## src/rtl/xs3_pkg.sv

```systemverilog
// Shared constants, state encoding and sizing helper for the XS-3 converters.
// Latency: n/a (declarations only).
// Backpressure: n/a.
package xs3_pkg;

   localparam logic [3:0] XS3_OFFSET = 4'd3;
   localparam logic [3:0] XS3_MIN    = 4'b0011;
   localparam logic [3:0] XS3_MAX    = 4'b1100;

   // Plain vector encoding so the states also read cleanly in legacy tools.
   typedef logic [1:0] state_t;
   localparam state_t IDLE = 2'd0;
   localparam state_t CONV = 2'd1;
   localparam state_t DONE = 2'd2;

   // Smallest b with 2**b >= 10**n: the bits needed to hold any n-digit
   // decimal value.  10**9 < 2**30, so 40 trial widths are plenty.
   function automatic int dec_bits(input int n);
      longint p;
      int     b;
      p = 1;
      b = 0;
      for (int i = 0; i < n; i++) p = p * 10;
      for (int k = 0; k < 40; k++) begin
         if ((longint'(1) << k) < p) b = k + 1;
      end
      return b;
   endfunction

endpackage

```

## src/rtl/xs3_digit_dec.sv

```systemverilog
// Decodes one Excess-3 nibble into its decimal value and an invalid flag.
// Latency: combinational.
// Backpressure: none.
// Ports: nib_i = XS-3 nibble; val_o = nib_i - 3 (mod 16); inv_o = nibble outside 0011..1100.
module xs3_digit_dec
   import xs3_pkg::*;
(
   input  logic [3:0] nib_i,
   output logic [3:0] val_o,
   output logic       inv_o
);

   // The subtraction wraps for invalid codes; the caller discards the
   // resulting value through the err flag, so no saturation is needed.
   assign val_o = nib_i - XS3_OFFSET;
   assign inv_o = (nib_i < XS3_MIN) || (nib_i > XS3_MAX);

endmodule

```

## src/rtl/xs3_bin_conv.sv

```systemverilog
// Multi-digit Excess-3 to binary converter, one digit per clock, MSD first.
// Latency: out_valid rises DIGITS edges after the accepting edge; one word per DIGITS+2 cycles.
// Backpressure: result/err held in DONE until out_ready; in_ready low from accept until IDLE.
// Ports: in_valid/in_ready/in_xs3 = input word handshake; out_valid/out_ready/result/err =
//        result handshake; err_pos (only with XS3_ERR_POS_EN) = index of the most-significant
//        invalid digit, 0 = LSD.
module xs3_bin_conv
   import xs3_pkg::*;
#(
   parameter int DIGITS = 4,
   parameter int OUT_W  = 14
) (
   input  logic                  clk,
   input  logic                  rst_n,
   input  logic                  in_valid,
   output logic                  in_ready,
   input  logic [4*DIGITS-1:0]   in_xs3,
   output logic                  out_valid,
   input  logic                  out_ready,
   output logic [OUT_W-1:0]      result,
`ifdef XS3_ERR_POS_EN
   output logic [((DIGITS > 1) ? $clog2(DIGITS) : 1)-1:0] err_pos,
`endif
   output logic                  err
);

   localparam int IW = (DIGITS > 1) ? $clog2(DIGITS) : 1;

   if (DIGITS < 1 || DIGITS > 9) begin : g_bad_digits
      $error("xs3_bin_conv: DIGITS must be 1..9");
   end
   if (OUT_W < dec_bits(DIGITS)) begin : g_bad_width
      $error("xs3_bin_conv: OUT_W too narrow for DIGITS decimal digits");
   end

   state_t              state_q, state_d;
   logic [4*DIGITS-1:0] sr_q, sr_d;
   logic [OUT_W-1:0]    acc_q, acc_d;
   logic                err_q, err_d;
   logic [IW-1:0]       cnt_q, cnt_d;

   logic [3:0]          dig_val;
   logic                dig_inv;

   // The shift register always presents the next digit to process at its top.
   xs3_digit_dec u_dec (
      .nib_i (sr_q[4*DIGITS-1 -: 4]),
      .val_o (dig_val),
      .inv_o (dig_inv)
   );

`ifdef XS3_ERR_POS_EN
   logic [IW-1:0] pos_q, pos_d;
`endif

   always_comb begin
      state_d = state_q;
      sr_d    = sr_q;
      acc_d   = acc_q;
      err_d   = err_q;
      cnt_d   = cnt_q;
`ifdef XS3_ERR_POS_EN
      pos_d   = pos_q;
`endif
      case (state_q)
         IDLE: begin
            if (in_valid) begin
               sr_d    = in_xs3;
               acc_d   = '0;
               err_d   = 1'b0;
               cnt_d   = '0;
`ifdef XS3_ERR_POS_EN
               pos_d   = '0;
`endif
               state_d = CONV;
            end
         end
         CONV: begin
            // acc*10 as two shifts; OUT_W is sized so valid input never truncates.
            acc_d = (acc_q << 3) + (acc_q << 1) + OUT_W'(dig_val);
            if (dig_inv) begin
               err_d = 1'b1;
`ifdef XS3_ERR_POS_EN
               // Digits arrive MSD first, so the first invalid one is the most significant.
               if (!err_q) pos_d = IW'(DIGITS - 1) - cnt_q;
`endif
            end
            sr_d  = sr_q << 4;
            cnt_d = cnt_q + IW'(1);
            if (cnt_q == IW'(DIGITS - 1)) state_d = DONE;
         end
         DONE: begin
            if (out_ready) state_d = IDLE;
         end
         default: state_d = IDLE;
      endcase
   end

   always_ff @(posedge clk or negedge rst_n) begin
      if (!rst_n) begin
         state_q <= IDLE;
         sr_q    <= '0;
         acc_q   <= '0;
         err_q   <= 1'b0;
         cnt_q   <= '0;
      end else begin
         state_q <= state_d;
         sr_q    <= sr_d;
         acc_q   <= acc_d;
         err_q   <= err_d;
         cnt_q   <= cnt_d;
      end
   end

`ifdef XS3_ERR_POS_EN
   always_ff @(posedge clk or negedge rst_n) begin
      if (!rst_n) pos_q <= '0;
      else        pos_q <= pos_d;
   end
   assign err_pos = (out_valid && err_q) ? pos_q : '0;
`endif

   // Outputs are masked outside DONE so a partial accumulator is never visible.
   assign in_ready  = (state_q == IDLE);
   assign out_valid = (state_q == DONE);
   assign result    = (out_valid && !err_q) ? acc_q : '0;
   assign err       = out_valid && err_q;

endmodule

```

## config.mk

```make
export PLATFORM = sky130hd
export DESIGN_NAME = xs3_bin_conv
export DESIGN_NICKNAME = d
export VERILOG_FILES = /design/src/rtl/xs3_pkg.sv /design/src/rtl/xs3_digit_dec.sv /design/src/rtl/xs3_bin_conv.sv
export SDC_FILE = /design/constraint.sdc
export NUM_CORES = 1
export LEC_CHECK = 0
export CORE_MARGIN = 1
export CORE_UTILIZATION = 58
export DETAILED_ROUTE_END_ITERATION = 8
export PLACE_DENSITY = 0.87
export SLEW_MARGIN = 20
export SYNTH_ARGS = -nofsm -noshare
export SYNTH_HDL_FRONTEND = slang
export SYNTH_SLANG_ARGS = --single-unit
```

## constraint.sdc

```tcl
create_clock -name clk -period 6.2 [get_ports clk]
set_input_delay 1.24 -clock clk [delete_from_list [all_inputs] [get_ports clk]]
set_output_delay 1.24 -clock clk [all_outputs]
set_load 0.05 [all_outputs]
```

==> metrics.md, run 1 <==
| Metric | Value |
|---|---|
| Status | `finished clean` |
| Vias in the first global route | `1,966` |
| Post-Synthesis Cells | `258` |
| Power Dens Cells | `596 nW/µm²` |
| Total track usage | `0.289` |
| DR pass1 iterations | `4` |
| Setup_tns | `0 ns` |
| Clk sink count | `35` |
| Crit path kind | `reg -> out` |
| Ant. Diodes | `0` |
| Worst reg2reg path depth | `9` |
| Avg Cell Area, Syn | `9.18 µm²` |
| Lkg Pwr | `1.34 nW` |
| Netlist cell types | `41` |
| Reg clk slew, reported paths | `0.07 ns` |
| Post-synth top flop | `dfrtp_1` |
| Critical path cell sequence | `nand2b_1, inv_1, and3_1, clkdlybuf4s50_1` |
| Max Freq | `0.244 GHz` |
| Critical path startpoint category | `flop` |
| Row cnt | `22` |
| Worst-skew pair later-pin latency | `0.29 ns` |
| Hold_sp | `sr_q[10]` |
| Most common cell after layout, fill and taps aside | `clkdlybuf4s50_1` |
| Syn Nets | `305` |
| CP endpoint kind | `primary output` |
| First-pass GRT wire length | `9.32 mm` |
| 1st-iter DRT viols | `138` |
| Mapped cell area | `2370 µm²` |
| Wire length per cell | `16.8 µm` |
| Worst reg-to-reg setup slack | `3.22 ns` |
| Die span in y | `65.9 µm` |
| Slew margin rel. | `0.331` |
| Final worst clock skew | `0.00648 ns` |
| Layout cell share with drive strength beyond 1 | `0.0448` |
| Via Count | `2,034` |
| CTS tree | `done` |
| Crit path DAT | `2.86 ns` |
| Pin count of the biggest net entering global routing | `37` |
| Initial antenna violation count | `0` |
| Via density | `6.02` |
| Chip Width | `65.9 µm` |
| Hold EP | `sr_q[10]` |
| Total CTS buffers | `5` |
| Area leader, netlist | `dfrtp_1` |
| Yosys Warn Count | `0` |
| Starting Density | `0.623` |
| Placer Congestion | `0.907` |
| Reg2reg end | `acc_q[10]` |
| Root buffer cell | `clkbuf_8` |
| Filler cell count in the final layout | `300` |
| Register bit count reported by yosys | `35` |
| DIE AREA | `4340 µm²` |
| Seq/Total Area, Yosys | `0.370` |
| Final Hold Viols | `0` |
| Postcts setup bufs | `0` |
| Area Overhead vs Synth | `19.6%` |
| Most frequent cells in the layout | `clkdlybuf4s50_1 (36), dfrtp_1 (35), nand2_1 (32)` |
| Placeable Area | `3800 µm²` |
| Final nets | `336` |
| Num ports | `37` |
| WHS Path Cells | `2` |
| Clock tree buffer depth | `2` |
| Total power draw | `1.69 mW` |
| Worst Path Required | `4.96 ns` |
| Port bufs | `36` |
| Cells taking the most area after synthesis | `dfrtp_1 (37%), ha_1 (13%), o21ai_0 (6.6%)` |
| Slew @ Worst Pin | `1.00 ns` |
| Yosys top cell area share | `0.370` |
| Peak VDD IR | `0.358 mV` |
| Hold-fix buffers, CTS | `0` |
| Routed WL | `5.67 mm` |
| Tmin final | `4.10 ns` |
| RSZ-0062 raised after global routing | `no` |
| Crit share post-route | `0.661` |
| Worst min path class | `reg -> reg` |
| Number of remaining DRC errors | `0` |
| Number of flops mapped to enable cells by yosys | `0` |
| Worst stage delay on the critical path | `0.84 ns` |
| Max_cap viols | `0` |
| Ys async rst share | `1.00` |
| CP max-delay cell | `clkdlybuf4s50_1` |
| DRT antenna net count | `0` |
| Final setup viols | `0` |
| Critical R2R Launch | `sr_q[12]` |
| HPWL Detailed | `3.98 mm` |
| Remaining global-route overflow | `0` |
| Post-CTS sizing | `0` |
| Slew Limit Fails | `0` |
| H-tree level count | `2` |
| Crit-path max FO | `36` |
cells in the mapped netlist (all sizes together) (2+ instances only):
| cell | count |
|---|---|
| and2 | 4 |
| o2111a | 2 |
| nor3 | 3 |
| and3b | 12 |
| nand3 | 2 |
| xnor2 | 5 |
| a211oi | 2 |
| and3 | 12 |
| nand2 | 32 |
| inv | 11 |
| a22o | 3 |
| ha | 25 |
| o31ai | 2 |
| a21oi | 24 |
| nand4 | 2 |
| o21ai | 31 |
| fa | 2 |
| clkbuf | 11 |
| dfrtp | 35 |
| xor2 | 4 |
| nor2 | 6 |
| a21o | 2 |
| a221o | 3 |
| nor2b | 6 |
| a31oi | 2 |
| nand2b | 3 |
state kept, by name, indices dropped and copies added, names as in the netlist:
name	count
sr_q	16
acc_q	14
cnt_q	2
state_q	2
err_q	1
worst max path at each step:
stage                from    endpoint  slack (ns)  cells after the start
6_report       state_q[0]   result[7]        2.10                      4
5_1_grt        state_q[0]   result[7]        2.00                      4
4_1_cts        state_q[0]   result[7]        2.15                      4
3_5_place_dp   state_q[0]   result[7]        2.49                      4
3_3_place_gp   state_q[0]   result[8]        2.65                      4
2_1_floorplan  state_q[0]  result[10]        3.11                      4
stage by stage:
| stage | utilization | setup WS, ns | cells | area, µm² | hold slack (ns) |
|---|---|---|---|---|---|
| global route | 0.745 | 2.00 | 338 | 2830 | 0.522 |
| detailed placement | 0.716 | 2.49 | 330 | 2720 | 0.471 |
| finish | 0.745 | 2.10 | 338 | 2830 | 0.484 |
| floorplan | - | 3.11 | 258 | 2370 | 0.441 |
| CTS | 0.743 | 2.15 | 338 | 2820 | 0.488 |
| global placement | 0.716 | 2.65 | 330 | 2720 | 0.464 |
where the power goes:
group / internal, mW / switching [mW] / leakage [nW] / total [mW]
Sequential: 0.338 / 0.134 / 0.443 / 0.472
Clock: 0.101 / 0.0863 / 0.0505 / 0.187
Combinational: 0.447 / 0.580 / 0.842 / 1.03
Total: 0.886 / 0.801 / 1.34 / 1.69
per-layer routing:
metal  track usage  wire length, µm  part of all wire
met4        0.0978              105             0.019
met1         0.366             2590              0.46
met2         0.483             2730              0.48
met5             0                0                 0
met3        0.0638              251             0.044
worst max-delay path, delay by kind of cell (launching register included):
kind	cells	cell delay, ns
simple gates	2	0.64
flops	1	0.76
buf+inv	2	1.17
kinds of logic (layout without fill, tap and decap cells):
group	Yosys count	in the layout	share of synthesized area
XOR/XNOR	9	9	0.0333
adder cells (fa/ha/maj)	27	27	0.149
flip-flops	35	35	0.370
AO/OA/AOI/OAI	78	78	0.200
AND/OR/NAND/NOR	85	85	0.197
buffers and inverters	24	56	0.0507
layout make-up:
class | count | area [µm²] | share of cell area
Timing Repair Buffer | 37 | 368 | 0.130
Tap cell | 48 | 60.1 | 0.0212
Sequential cell | 35 | 876 | 0.309
Inverter | 11 | 41.3 | 0.0146
Clock buffer | 7 | 96.3 | 0.0340
Multi-Input combinational cell | 199 | 1380 | 0.488
Clock inverter | 1 | 7.51 | 0.00265
Power figures use the tool's default switching activity.
==> inputs of run 2 (changes only) <==
Settings changed: CORE_UTILIZATION 58 to 49, PLACE_DENSITY 0.87 to 0.79.
Clock period 6.2 ns to 3.6 ns, I/O delays scaled along.
==> run 2 against run 1 <==
Net effect: hold slack gained 0.0024 ns; clock-buffer cell count decreased by 2; first-iteration DRC count decreased by 34%.
==> metrics.md, run 2 (synthesized netlist as in run 1, its figures left out) <==
| Metric | Value |
|---|---|
| Max Freq | `0.336 GHz` |
| Most frequent cells in the layout | `clkdlybuf4s50_1 (36), dfrtp_1 (35), nand2_1 (32)` |
| 1st-iter DRT viols | `91 (-34%)` |
| Total track usage | `0.237 (-0.0521)` |
| Power Dens Cells | `1000 nW/µm² (+68%)` |
| Status | `finished clean` |
| Setup_tns | `0 ns (unchanged)` |
| Clock Power Share | `0.099 (-0.012)` |
| Pint | `1.49 mW (+68%)` |
| Hold-fix buffers, CTS | `0 (unchanged)` |
| Biggest regs | `sr_q (16), acc_q (14)` |
| Switch Pwr | `1.35 mW (+68%)` |
| First-pass GRT wire length | `9.39 mm (+0.81%)` |
| DR pass1 iterations | `4 (unchanged)` |
| Final worst clock skew | `0.00328 ns (-0.00320 ns)` |
| Crit path kind | `reg -> out` |
| Postcts setup bufs | `0 (unchanged)` |
| Slew margin rel. | `0.570 (+0.239)` |
| Hold_sp | `sr_q[8]` |
| Die span in y | `71.5 µm (+8.5%)` |
| Root buffer cell | `clkbuf_8` |
| Most common cell after layout, fill and taps aside | `clkdlybuf4s50_1` |
| Critical R2R Launch | `sr_q[12]` |
| Ant. Diodes | `0 (unchanged)` |
| Crit share post-route | `0.826` |
| Length of routed met3 wiring | `170 µm (-32%)` |
| Routed WL | `5.44 mm (-4.1%)` |
| Reg2reg end | `acc_q[10]` |
| Chip Width | `71.5 µm (+8.5%)` |
| Port bufs | `36 (unchanged)` |
| Reg with most FFs | `sr_q` |
| Final setup viols | `0 (unchanged)` |
| Peak VDD IR | `0.491 mV (+37%)` |
| Worst reg2reg path depth | `9 (unchanged)` |
| Routed met2 length | `2.49 mm (-8.6%)` |
| Critical path startpoint category | `flop` |
| Hold EP | `sr_q[8]` |
| Final Hold Viols | `0 (unchanged)` |
| Vias in the first global route | `1,942 (-1.2%)` |
| Tmin final | `2.97 ns` |
| Via density | `5.79 (-3.9%)` |
| Row cnt | `24 (+9.1%)` |
| Lkg Pwr | `1.35 nW (+0.92%)` |
| Area Overhead vs Synth | `19.6% (unchanged)` |
| Via Count | `1,996 (-1.9%)` |
| Remaining global-route overflow | `0 (unchanged)` |
| Worst-skew pair later-pin latency | `0.29 ns (about the same)` |
| H-tree level count | `2 (unchanged)` |
| Clk sink count | `35 (unchanged)` |
| Num ports | `37 (unchanged)` |
| WHS Path Cells | `2 (unchanged)` |
| Max reg flops | `16 (unchanged)` |
| CTS tree | `done` |
| Wire length per cell | `15.8 µm (-6.0%)` |
| Final nets | `339 (+0.89%)` |
| Slew Limit Fails | `0 (unchanged)` |
| DRT antenna net count | `0 (unchanged)` |
| Crit path DAT | `2.25 ns (-0.61 ns)` |
| Number of remaining DRC errors | `0 (unchanged)` |
| Worst min path class | `reg -> reg` |
| Met1 WL | `2.69 mm (+3.8%)` |
| Reg clk slew, reported paths | `0.07 ns (about the same)` |
| CP endpoint kind | `primary output` |
| Net Sw Frac | `0.475 (about the same)` |
| Layout cell share with drive strength beyond 1 | `0.0546 (+0.00978)` |
| Pin count of the biggest net entering global routing | `36 (-2.7%)` |
| Uppermost routed layer | `met4` |
| Total CTS buffers | `5 (unchanged)` |
| Clock tree buffer depth | `2 (unchanged)` |
| Worst reg-to-reg setup slack | `0.73 ns (-2.49 ns)` |
| Combinational Power Share | `0.640 (+0.031)` |
| Placer Congestion | `0.897 (-1.1%)` |
| Worst Path Required | `2.88 ns (-2.08 ns)` |
| Initial antenna violation count | `0 (unchanged)` |
| RSZ-0062 raised after global routing | `no` |
| Slew @ Worst Pin | `0.643 ns (-0.360 ns)` |
| Post-CTS sizing | `0 (unchanged)` |
| Max_cap viols | `0 (unchanged)` |
| Starting Density | `0.526 (-0.0976)` |
| HPWL Detailed | `3.79 mm (-4.5%)` |
| Total power draw | `2.84 mW (+68%)` |
| Crit-path max FO | `13 (-64%)` |
| Sequential Power Share | `0.260 (-0.020)` |
| DIE AREA | `5110 µm² (+18%)` |
| Placeable Area | `4500 µm² (+19%)` |
==> run 2: worst max path at each step <==
stage | start | endpoint | slack [ns]
after floorplan | sr_q[12] | acc_q[10] | 0.87
after global placement | sr_q[12] | acc_q[10] | 0.78
after detailed placement | sr_q[12] | acc_q[10] | 0.75
after CTS | state_q[0] | result[11] | 0.64
after global routing | state_q[0] | result[9] | 0.53
final | state_q[0] | result[11] | 0.63
==> run 2: layout make-up <==
| cell class | count | area (µm²) |
|---|---|---|
| clock buffer | 5 | 68.8 |
| clock inverter | 3 | 15.0 |
| fill | 398 | 1670 |
| inverter | 11 | 41.3 |
| multi-input combinational | 199 | 1380 |
| sequential | 35 | 876 |
| tap | 52 | 65.1 |
| timing repair buffer | 40 | 390 |
==> run 2: layer usage <==
metal  track usage  vias up
li1              -      996
met1         0.342      949
met2         0.361       42
met3        0.0380        9
met4        0.0893        0
met5             0        -
==> run 2: power by group through the flow <==
stage	clock network (mW)	logic, mW	registers, mW
after floorplan	0	1.50	0.699
after global placement	0	1.73	0.732
after detailed placement	0	1.79	0.741
after CTS	0.285	1.81	0.734
after global routing	0.302	2.06	0.759
final	0.282	1.82	0.737
==> run 2: per-stage QoR <==
stage	area, µm²	hold slack, ns	utilization	setup WS, ns	cells
2_1_floorplan	2370	0.424	-	0.866	258
3_3_place_gp	2750	0.464	0.610	0.783	337
3_5_place_dp	2750	0.470	0.610	0.750	337
4_1_cts	2830	0.487	0.629	0.636	345
5_1_grt	2830	0.524	0.629	0.528	345
6_report	2830	0.486	0.629	0.627	345
==> run 2: worst max-delay path, cell delays in order, from the launching register on <==
cell             delay (ns)
dfrtp_1                0.37
nand2b_1               0.23
inv_1                  0.32
and3_1                 0.23
clkdlybuf4s50_1        0.80
==> inputs of run 3 (changes only) <==
Clock period 3.6 ns to 2.65 ns, I/O delays scaled along.
==> run 3 against run 2 <==
Net effect: largest cell class unchanged; global-route usage rose by 1.1 points; the run now ends with negative setup slack left; critical path type is now reg -> reg; first-iteration DRC count fell by 18%; core utilization rose by 6.8 points; flip-flop and latch count did not move; non-clock buffer count rose by 12; power rose by 51%; cell area rose by 11%.
==> metrics.md, run 3 (synthesized netlist as in run 1, its figures left out) <==
| Metric | Value |
|---|---|
| Status | `finished, violations left` |
| Failing checks | `negative setup slack` |
| Worst reg2reg path depth | `11 (+2)` |
| Worst Path Required | `2.83 ns (-0.05 ns)` |
| Top delay family on crit path | `adder cells` |
| Most common cell after layout, fill and taps aside | `dfrtp_1` |
| Final core occ | `0.696 (+0.0675)` |
| Worst stage delay on the critical path | `0.42 ns (-0.38 ns)` |
| Wire length per cell | `16.2 µm (+2.9%)` |
| Net Sw Frac | `0.457 (-0.0178)` |
| Total track usage | `0.248 (+0.0108)` |
| Routed WL | `5.77 mm (+6.2%)` |
| Bufs and invs on worst path | `1 (-1)` |
| Starting Density | `0.526 (unchanged)` |
| DIE AREA | `5110 µm² (unchanged)` |
| 1st-iter DRT viols | `75 (-18%)` |
| Via Count | `2,088 (+4.6%)` |
| Crit-path max FO | `4 (-9)` |
| Reg clk slew, reported paths | `0.08 ns (about the same)` |
| Port bufs | `36 (unchanged)` |
| Worst-skew pair later-pin latency | `0.29 ns (about the same)` |
| Final hold slack | `0.491 ns (+0.00491 ns)` |
| Slew margin rel. | `0.648 (+0.0778)` |
| DRT antenna net count | `0 (unchanged)` |
| Crit path kind | `reg -> reg` |
| Worst path depth | `11 (+7)` |
| Via density | `5.87 (+1.4%)` |
| Slew @ Worst Pin | `0.528 ns (-0.115 ns)` |
| DR pass1 iterations | `4 (unchanged)` |
| Most frequent cells in the layout | `dfrtp_1 (35), nand2_1 (32), o21ai_0 (30)` |
| Remaining global-route overflow | `0 (unchanged)` |
| Placer Congestion | `0.895 (-0.20%)` |
| CP endpoint kind | `flop` |
| Power Dens Cells | `1370 nW/µm² (+37%)` |
| Lkg Pwr | `1.48 nW (+10%)` |
| Pre-CTS setup slack | `-0.112 ns (-0.861 ns)` |
| Initial antenna violation count | `0 (unchanged)` |
| Max_cap viols | `0 (unchanged)` |
| Pin count of the biggest net entering global routing | `36 (unchanged)` |
| Max reg flops | `16 (unchanged)` |
| Area Overhead vs Synth | `32.5%` |
| Vias in the first global route | `2,033 (+4.7%)` |
| Pint | `2.33 mW (+56%)` |
| Num ports | `37 (unchanged)` |
| Final worst clock skew | `0.00804 ns (+0.00475 ns)` |
| Sequential Power Share | `0.236 (-0.024)` |
| Worst path most repeated cell | `ha_2` |
| Critical path startpoint category | `flop` |
| First-pass GRT wire length | `9.78 mm (+4.2%)` |
| Root buffer cell | `clkbuf_8` |
| RSZ-0062 raised after global routing | `yes` |
| Biggest regs | `sr_q (16), acc_q (14)` |
| H-tree level count | `2 (unchanged)` |
| Ant. Diodes | `0 (unchanged)` |
| Clk sink count | `35 (unchanged)` |
| Critical path cell sequence | `ha_2, xnor2_2, ha_1, ha_2, inv_2, fa_2, and2b_1, o2111ai_2, and2_4, o2111a_1, a221o_1` |
| Reg with most FFs | `sr_q` |
| Design area | `3140 µm² (+11%)` |
| Layout cell share with drive strength beyond 1 | `0.171 (+0.116)` |
| Die span in y | `71.5 µm (unchanged)` |
| Max Freq | `0.362 GHz` |
| CTS tree | `done` |
| Slew Limit Fails | `0 (unchanged)` |
| Worst min path class | `reg -> reg` |
| Final setup viols | `3 (+3)` |
| Chip Width | `71.5 µm (unchanged)` |
| Switch Pwr | `1.96 mW (+46%)` |
| HPWL Detailed | `4.12 mm (+8.5%)` |
| Crit path DAT | `2.95 ns (+0.70 ns)` |
| Clock tree buffer depth | `2 (unchanged)` |
| Worst setup margin | `-0.114 ns (-0.742 ns)` |
| Combinational Power Share | `0.652 (+0.012)` |
| Tmin final | `2.76 ns` |
| Number of remaining DRC errors | `0 (unchanged)` |
| Peak VDD IR | `0.701 mV (+43%)` |
| Total CTS buffers | `5 (unchanged)` |
| Total power draw | `4.29 mW (+51%)` |
| Filler cell count in the final layout | `321 (-19%)` |
| Final nets | `351 (+3.5%)` |
| Row cnt | `24 (unchanged)` |
| CP max-delay cell | `dfrtp_1` |
| Placeable Area | `4500 µm² (unchanged)` |
| WHS Path Cells | `2 (unchanged)` |
| Clock Power Share | `0.111 (+0.012)` |
| Area after DPL | `2970 µm² (+7.9%)` |
| Final Hold Viols | `0 (unchanged)` |
| Crit share post-route | `1.04` |
[run 3: layer usage]
metal  track usage  up-vias  wire, µm
met2         0.395       52      2810
li1              -     1018         -
met4         0.100        0       102
met3        0.0549       11       259
met5             0        -         0
met1         0.331     1007      2600
[run 3: worst min-delay path, stage by stage, from the launching register on]
cell and delay [ns]:
dfrtp_1 0.35, nand2_1 0.05, o21ai_0 0.06
[run 3: power groups by stage]
stage | logic, mW | registers (mW) | clock network [mW]
floorplan | 2.05 | 0.953 | 0
finish | 2.80 | 1.01 | 0.478
global placement | 2.47 | 1.00 | 0
detailed placement | 2.56 | 1.02 | 0
global route | 3.09 | 1.04 | 0.503
CTS | 2.69 | 1.01 | 0.483
[run 3: timing repair]
item / 4_1_cts / 5_1_grt
gates resized for setup: 6 / 2
buffers inserted: 3 / 1
pin swaps: 6 / 1
hold buffers: 0 / 0
setup endpoints to repair: 6 / 6
[run 3: path summary, 6_finish.rpt]
check	startpoint	end	slack, ns
min reg2reg	sr_q[9]	sr_q[9]	0.49
max reg2reg	sr_q[13]	acc_q[10]	-0.11
min	sr_q[9]	sr_q[9]	0.49
max in group asynchronous	rst_n	acc_q[13]	1.69
max	sr_q[13]	acc_q[10]	-0.11
min in group asynchronous	rst_n	state_q[1]	0.64
[run 3: layout make-up]
cell class / instances / area, µm² / share of cell area
clock inverters: 2 / 37.5 / 0.0120
flip-flops and latches: 35 / 876 / 0.279
inverters: 11 / 41.3 / 0.0132
multi-input cells: 199 / 1420 / 0.453
repair buffers: 52 / 628 / 0.200
clock buffers: 5 / 68.8 / 0.0219
well taps: 52 / 65.1 / 0.0208
[run 3: per-stage QoR]
step / std cells / TNS, ns
2_1_floorplan: 258 / 0
3_3_place_gp: 345 / -0.132
3_5_place_dp: 345 / -0.324
4_1_cts: 355 / -0.140
5_1_grt: 356 / -0.726
6_report: 356 / -0.249
==> RTL change: new RTL, config.mk and constraints of run 1 <==
Put a register stage on the output `err`, cleared by the reset. The value now appears one clock later. The other outputs are not delayed to match.
--- a/src/rtl/xs3_bin_conv.sv
+++ b/src/rtl/xs3_bin_conv.sv
@@ -125,5 +125,11 @@
    assign out_valid = (state_q == DONE);
    assign result    = (out_valid && !err_q) ? acc_q : '0;
-   assign err       = out_valid && err_q;
+   always_ff @(posedge clk or negedge rst_n) begin
+      if (!rst_n) begin
+         err <= '0;
+      end else begin
+         err <= out_valid && err_q;
+      end
+   end
 
 endmodule
Behaviour: not the same (a bounded check fails within 10 cycles, from zero or initial values and one cycle with rst_n low).
==> RTL change against run 1 <==
Design area up 0.49%. Power fell by 0.76%. Final cell count is 0.30% higher. Worst setup slack gained 0.13 ns. Area after synthesis grew 1.1%. Sequential cell count increased by 1. Routed wire length is 2.9% lower. Sequential power grew 1%. Critical path type unchanged.
==> RTL change: results (changes against run 1) <==
* Hold_ws at 0.4910 ns (+0.007173 ns)
* Hold Path Sink: sr_q[11]
* DP Area at 2745 µm² (+0.92%)
* Vias per inst at 6.094 (+1.3%)
* Worst reg2reg setup slack at 3.19 ns (-0.03 ns)
* Initial DRC Count at 131 (-5.1%)
* Drt wl/cell at 16.24 µm (-3.2%)
* Ranking of synthesized cells by area: dfrtp_1 (38%), ha_1 (13%), o21ai_0 (6.5%)
* Clock group at 0.171 mW (-9%)
* Clk network pwr share at 0.102 (-0.009)
* Mapped Nets at 306 (+0.33%)
* First-pass GRT wire length at 9190 µm (-1.3%)
* Number of global-route vias before repair at 1935 (-1.6%)
* Register area share after synthesis at 0.3766 (+0.006590)
* Final setup margin at 2.228 ns (+0.1283 ns)
* Reg2Reg Launch Point: sr_q[12]
* CP arrival at 2.73 ns (-0.13 ns)
* Pint at 0.8789 mW (-0.83%)
* Clk_skew at 0.008273 ns (+0.001789 ns)
* DRT Pass-1 Iters at 5 (+1)
* Hold_sp: sr_q[11]
* All-Layer GR Usage at 0.2800 (-0.009338)
* Placed cell count at 331 (+0.30%)
* CP peak stage delay at 0.80 ns (-0.04 ns)
* Worst r2r path cells at 9 (unchanged)
* Peak VDD IR at 308.3 µV (-14%)
* Syn Area/Cell at 9.237 µm² (+0.67%)
* Post-layout net count at 337 (+0.30%)
* Post-CTS setup buffers at 0 (unchanged)
* Rel. slew slack at 0.3527 (+0.02152)
* Routability cong. at 0.8322 (-8.2%)
* Layout cells sized above 1 at 0.04467 (-0.0001540)
* Comb pwr share at 0.613 (+0.004)
* Vias at 2066 (+1.6%)
* Post-DP HPWL at 3876 µm (-2.5%)
* Synth cell count leaders: dfrtp_1 (36), nand2_1 (32), o21ai_0 (31)
* Standby leakage power at 1.349 nW (+1.1%)
* Total grt overflow at 0 (unchanged)
* Status: finished clean
* I/O Buffers at 36 (unchanged)
* Setup WS pre-CTS at 2.577 ns (+0.08618 ns)
* Setup crit end: result[3]
-- RTL change: final cells by class --
type,instances,area (µm²)
Multi-Input combinational cell,199,1383
Fill cell,285,953.4
Sequential cell,36,900.9
Timing Repair Buffer,37,367.9
Clock buffer,6,82.58
Tap cell,48,60.06
Inverter,11,41.29
Clock inverter,2,10.01
-- RTL change: cell families after synthesis --
family,count (synthesis),synth area share
adders and majority gates,27,0.1475
DFF,36,0.3766
AOI/OAI and AO/OA,78,0.1982
and+or+nand+nor,85,0.1946
xor gates and xnor gates,9,0.03295
buffers and inverters,24,0.05021
-- RTL change: metal layers --
metal	up-vias	part of all wire	GRT usage
met3	19	0.058	0.06207
met5	-	0	0
li1	994	-	-
met4	0	0.024	0.09309
met1	971	0.45	0.3855
met2	82	0.46	0.4337
-- RTL change: critical path: cells and delay by family, from the launching register on --
kind / cells / cell delay (ns)
buf+inv: 2 / 1.11
flops: 1 / 0.75
simple gates: 2 / 0.58
